--- src/rtl/lcd_text_buffer.sv ---
// 2x16 LCD character frame fed by a byte stream of printable characters and control codes.
// Latency: single-edge effect for print/newline/backspace; SCROLL takes 16 cycles, CLEAR 32.
// Backpressure: in_ready drops for the whole CLEAR/SCROLL sequence and while Reset is low.
module lcd_text_buffer #(
    parameter logic [7:0] BLANK = 8'h20
) (
    input  logic         CLOCK_50,
    input  logic         Reset,
    input  logic [7:0]   in_data,
    input  logic         in_valid,
    output logic         in_ready,
    output logic [255:0] characters,
    output logic [4:0]   cursor,
    output logic         busy,
    output logic         frame_done
);

    typedef enum logic [1:0] {IDLE, CLEAR, SCROLL} state_t;

    state_t     state, state_nxt;
    logic [4:0] step, step_nxt;
    logic [7:0] buf_q [32];

    logic       accept;
    logic       is_print;
    logic       wa_en, wb_en;
    logic [4:0] wa_idx, wb_idx;
    logic [7:0] wa_dat, wb_dat;
    logic [4:0] cur_nxt;
    logic       fd_nxt;

    assign in_ready = (state == IDLE) && Reset;
    assign accept   = in_valid && in_ready;
    assign is_print = (in_data >= 8'h20) && (in_data <= 8'h7E);

    always_ff @(posedge CLOCK_50) begin
        if (!Reset) begin
            state <= IDLE;
            step  <= '0;
        end else begin
            state <= state_nxt;
            step  <= step_nxt;
        end
    end

    always_comb begin
        state_nxt = state;
        step_nxt  = '0;
        case (state)
            IDLE: begin
                if (accept) begin
                    if (is_print && cursor == 5'd31)
                        state_nxt = SCROLL;
                    else if (in_data == 8'h0A && cursor[4])
                        state_nxt = SCROLL;
                    else if (in_data == 8'h0C)
                        state_nxt = CLEAR;
                end
            end
            SCROLL: begin
                if (step == 5'd15) state_nxt = IDLE;
                else               step_nxt  = step + 5'd1;
            end
            CLEAR: begin
                if (step == 5'd31) state_nxt = IDLE;
                else               step_nxt  = step + 5'd1;
            end
            default: state_nxt = IDLE;
        endcase
    end

    // Two write ports: scroll moves line 1 up and blanks it in the same cycle.
    always_comb begin
        wa_en   = 1'b0;
        wa_idx  = '0;
        wa_dat  = BLANK;
        wb_en   = 1'b0;
        wb_idx  = '0;
        wb_dat  = BLANK;
        cur_nxt = cursor;
        fd_nxt  = 1'b0;
        case (state)
            IDLE: begin
                if (accept) begin
                    if (is_print) begin
                        wa_en  = 1'b1;
                        wa_idx = cursor;
                        wa_dat = in_data;
                        if (cursor != 5'd31) begin
                            cur_nxt = cursor + 5'd1;
                            fd_nxt  = 1'b1;
                        end
                    end else if (in_data == 8'h0A) begin
                        if (!cursor[4]) begin
                            cur_nxt = 5'd16;
                            fd_nxt  = 1'b1;
                        end
                    end else if (in_data == 8'h08) begin
                        fd_nxt = 1'b1;
                        if (cursor != 5'd0) begin
                            cur_nxt = cursor - 5'd1;
                            wa_en   = 1'b1;
                            wa_idx  = cursor - 5'd1;
                        end
                    end
                end
            end
            SCROLL: begin
                wa_en  = 1'b1;
                wa_idx = {1'b0, step[3:0]};
                wa_dat = buf_q[{1'b1, step[3:0]}];
                wb_en  = 1'b1;
                wb_idx = {1'b1, step[3:0]};
                if (step == 5'd15) begin
                    cur_nxt = 5'd16;
                    fd_nxt  = 1'b1;
                end
            end
            CLEAR: begin
                wa_en  = 1'b1;
                wa_idx = step;
                if (step == 5'd31) begin
                    cur_nxt = 5'd0;
                    fd_nxt  = 1'b1;
                end
            end
            default: ;
        endcase
    end

    always_ff @(posedge CLOCK_50) begin
        if (!Reset) begin
            for (int i = 0; i < 32; i++) buf_q[i] <= BLANK;
            cursor     <= '0;
            busy       <= 1'b0;
            frame_done <= 1'b0;
        end else begin
            if (wa_en) buf_q[wa_idx] <= wa_dat;
            if (wb_en) buf_q[wb_idx] <= wb_dat;
            cursor     <= cur_nxt;
            busy       <= (state_nxt != IDLE);
            frame_done <= fd_nxt;
        end
    end

    for (genvar g = 0; g < 32; g++) begin : g_pack
        assign characters[8*g+7:8*g] = buf_q[g];
    end

endmodule

--- config.mk ---
export PLATFORM = sky130hd
export DESIGN_NAME = lcd_text_buffer
export DESIGN_NICKNAME = d
export VERILOG_FILES = /design/src/rtl/lcd_text_buffer.sv
export SDC_FILE = /design/constraint.sdc
export NUM_CORES = 1
export LEC_CHECK = 0
export ABC_AREA = 1
export CAP_MARGIN = 20
export CORE_MARGIN = 2
export CORE_UTILIZATION = 40
export DETAILED_ROUTE_END_ITERATION = 7
export PLACE_DENSITY = 0.71
export REMOVE_ABC_BUFFERS = 1
export SKIP_LAST_GASP = 1
export SYNTH_ARGS = -nofsm -noshare
export SYNTH_HDL_FRONTEND = slang
export SYNTH_SLANG_ARGS = --single-unit
--- constraint.sdc ---
create_clock -name CLOCK_50 -period 2.6 [get_ports CLOCK_50]
set_input_delay 0.52 -clock CLOCK_50 [delete_from_list [all_inputs] [get_ports CLOCK_50]]
set_output_delay 0.52 -clock CLOCK_50 [all_outputs]
set_load 0.03 [all_outputs]
==> flow_summary.yaml <==
run_status:
  status: "finished, final reports clean"
worst_hold_path:
  hold_depth: 3
  hp-class: "input port to flip-flop"
pwr:
  net-switching-power_uw: 2012
  power_density_nw_per_um2: 504.2
  p_clk_frac: 0.475
  power_frac_seq: 0.480
  pwr-share-comb: 0.045
  max-vdd-ir-drop_v: 0.0005470
  internal-power_uw: 6649
  p_leak_uw: 0.006497
  sw_frac_of_total: 0.2323
grt:
  grt_usage: 0.2793
  grt-ovfl-total: 0
  antenna_found_initial: 0
  grt_pass1_wl_mm: 69.14
  grt_pass1_vias: 12190
  grt_max_degree: 235
die:
  rows: 63
  io_pins: 275
  die_w_um: 177.7
  dieArea_um2: 31590
  core_area_um2: 29720
  die_y_um: 177.7
  floorplan.initialDensity: 0.4063
clock_network:
  cts_tree: "yes"
  ctsHoldBuffers: 0
  clk_latency_ns: 0.56
  cts_buffers: 29
  htree_levels: 1
  clkTransAtPathRegs_ns: 0.07
  cts-root-buf: "clkbuf_16"
  cts.path.max_buffers: 3
  clkSinkCount: 270
place:
  dpl.hpwl_mm: 32.55
  post_dp_cell_area_um2: 16190
  port_buffers: 274
  gp_congestion: 0.9443
timing:
  max_freq_mhz: 398.5
  hold_viol: 0
  whs_ns: 0.4006
  setup_viol: 0
  rsz0062_at_grt: "yes"
  fin_crit_sh: 0.9653
  slew_headroom: 0.1310
  fin_worst_skew_ns: 0.02293
  tightest_slew_ns: 1.304
  drv_slew: 0
  period_minus_slack_ns: 2.510
synth:
  syn-instance-count: 1639
  synth_area_leaders: "dfxtp_1 45%, nand3_1 11%, nand2_1 9.2%"
  synth_cell_type_count: 41
  yosys-top-cells-count: "296 x nand2_1, 276 x nand3_1, 270 x dfxtp_1, 153 x a21oi_1, 134 x nor2_1"
  synth.cell_area_um2: 12070
  ys_seq_area_frac: 0.4477
  yosysTopAreaCell: "dfxtp_1"
  yosys.area.top_type_share: 0.4477
  ys.flop_type: "dfxtp_1"
  synth_seq_cells: 270
  synth_most_common_cell: "nand2_1"
  yosys_warnings: 0
  synth_edf_count: 0
  postSynthAreaPerCell_um2: 7.367
  async_flop_share: 0
critical_path:
  r2r-end: "buf_q[5][7]"
  arrival_ns: 2.99
  r2r_cells: 9
  critPathCapture: "buf_q[5][7]"
  worstSetupPathType: "flip-flop to flip-flop"
  path_max_fanout: 52
  critPathLaunch: "step[0]"
  r2r_slack_ns: 0.09
  worstSetupEndpointType: "flip-flop"
  required_ns: 3.08
  worst_r2r_startpoint: "step[0]"
  crit_path_start_kind: "flip-flop"
cells_and_area:
  areaGrowthSynthToFinish_pct: 42.26
  drive_gt1_frac: 0.1363
  fin_area_um2: 17180
  antenna_cells: 0
  fill_cells: 2601
  nets: 2019
drt:
  wl_mm: 45.85
  avgRoutedWirePerCell_um: 19.04
  drt.antenna.violating_nets: 0
  drt_iter0_markers: 1547
  dr_total_vias: 13400
  firstDrtPassIters: 5
  viasPerCell: 5.564
  drc: 0
run:
  max_cap_violations: 0
## worst min path at each step
stage                startpoint     endpoint  slack (ns)
finish                    Reset     state[0]        0.40
global route              Reset     state[0]        0.41
CTS                       Reset     state[0]        0.38
detailed placement  buf_q[2][5]  buf_q[2][5]        0.45
global placement    buf_q[2][2]  buf_q[2][2]        0.44
floorplan              state[0]     state[0]        0.56
## critical path, stage by stage, from the launching register on
cell and delay, ns:
dfxtp_2 0.53, buf_12 0.27, buf_4 0.21, o21ai_0 0.11
o221ai_1 0.32, nand3_1 0.23, nand2_2 0.22, buf_4 0.25
nand3_1 0.11, a21oi_1 0.15
## repair_timing
action / 4_1_cts / 5_1_grt
endpoints found under the setup margin: 0 / 59
buffers inserted: 0 / 2
gates resized for setup: 0 / 7
## routing by layer
metal | track usage | share of wire | vias to the layer above
met4 | 0.1223 | 0.042 | 0
met1 | 0.3727 | 0.41 | 6236
li1 | - | - | 6283
met3 | 0.04584 | 0.092 | 124
met2 | 0.4443 | 0.46 | 756
met5 | 0 | 0 | -
## power by group through the flow
| stage | Combinational, uW | Clock (uW) | Sequential [uW] |
|---|---|---|---|
| after floorplan | 140 | 0 | 4260 |
| after global placement | 379 | 0 | 4250 |
| after detailed placement | 380 | 0 | 4250 |
| after CTS | 382 | 4140 | 4160 |
| after global routing | 417 | 4300 | 4160 |
| final | 392 | 4110 | 4160 |
## registers in the layout (all words and copies together), names as in the netlist
signal	flops
cursor	5
busy	1
state	2
frame_done	1
buf_q	256
step	5
## cell type report
class,count,area [um2],share of cell area
Clock buffer,40,847.1,0.04932
Clock inverter,13,105.1,0.006119
Inverter,95,362.8,0.02112
Multi-Input combinational cell,1181,5896,0.3432
Sequential cell,270,5406,0.3148
Tap cell,390,488.0,0.02841
Timing Repair Buffer,419,4071,0.2370
## cell usage in the layout, fill, tap and decap left out, types with 4 or more instances in the layout
master             n
o21ai_1           77
clkbuf_16         29
clkbuf_8           8
o221ai_1          14
nor2_2             5
clkinvlp_4         4
inv_2             12
buf_4            126
inv_1             80
a211oi_1           4
a31oi_1            8
nor3_1            10
nor2_1           131
nand3b_1          15
o22ai_1           19
a21oi_1          153
nand3_1          276
nor2_4            17
ha_1              11
clkdlybuf4s50_1  272
nand2_2           27
clkinv_2           7
nand2_1          295
dfxtp_1          269
buf_12            19
o21ai_0           95
## logic make-up (layout without fill, tap and decap cells)
kind of cell	count (synthesis)	in the layout	share of synthesized area
AND/OR/NAND/NOR	787	787	0.3040
AO/OA/AOI/OAI	379	379	0.1686
flip-flops	270	270	0.4477
buffers and inverters	188	567	0.06508
adder cells (fa/ha/maj)	12	12	0.01243
XOR/XNOR	3	3	0.002177
## metrics by stage
step                      setup slack (ns)  total power, uW  std cells  utilization   TNS (ns)
after floorplan                    -0.8217             4404       1546            -    -174.95
after global placement             -0.3066             4626       2353       0.5448     -56.75
after detailed placement           -0.3479             4628       2353       0.5448     -67.80
after CTS                           0.1341             8673       2406       0.5768          0
after global routing             -0.002011             8878       2408       0.5780  -0.002011
final                              0.09030             8660       2408       0.5780          0
Power figures use the tool's default switching activity.
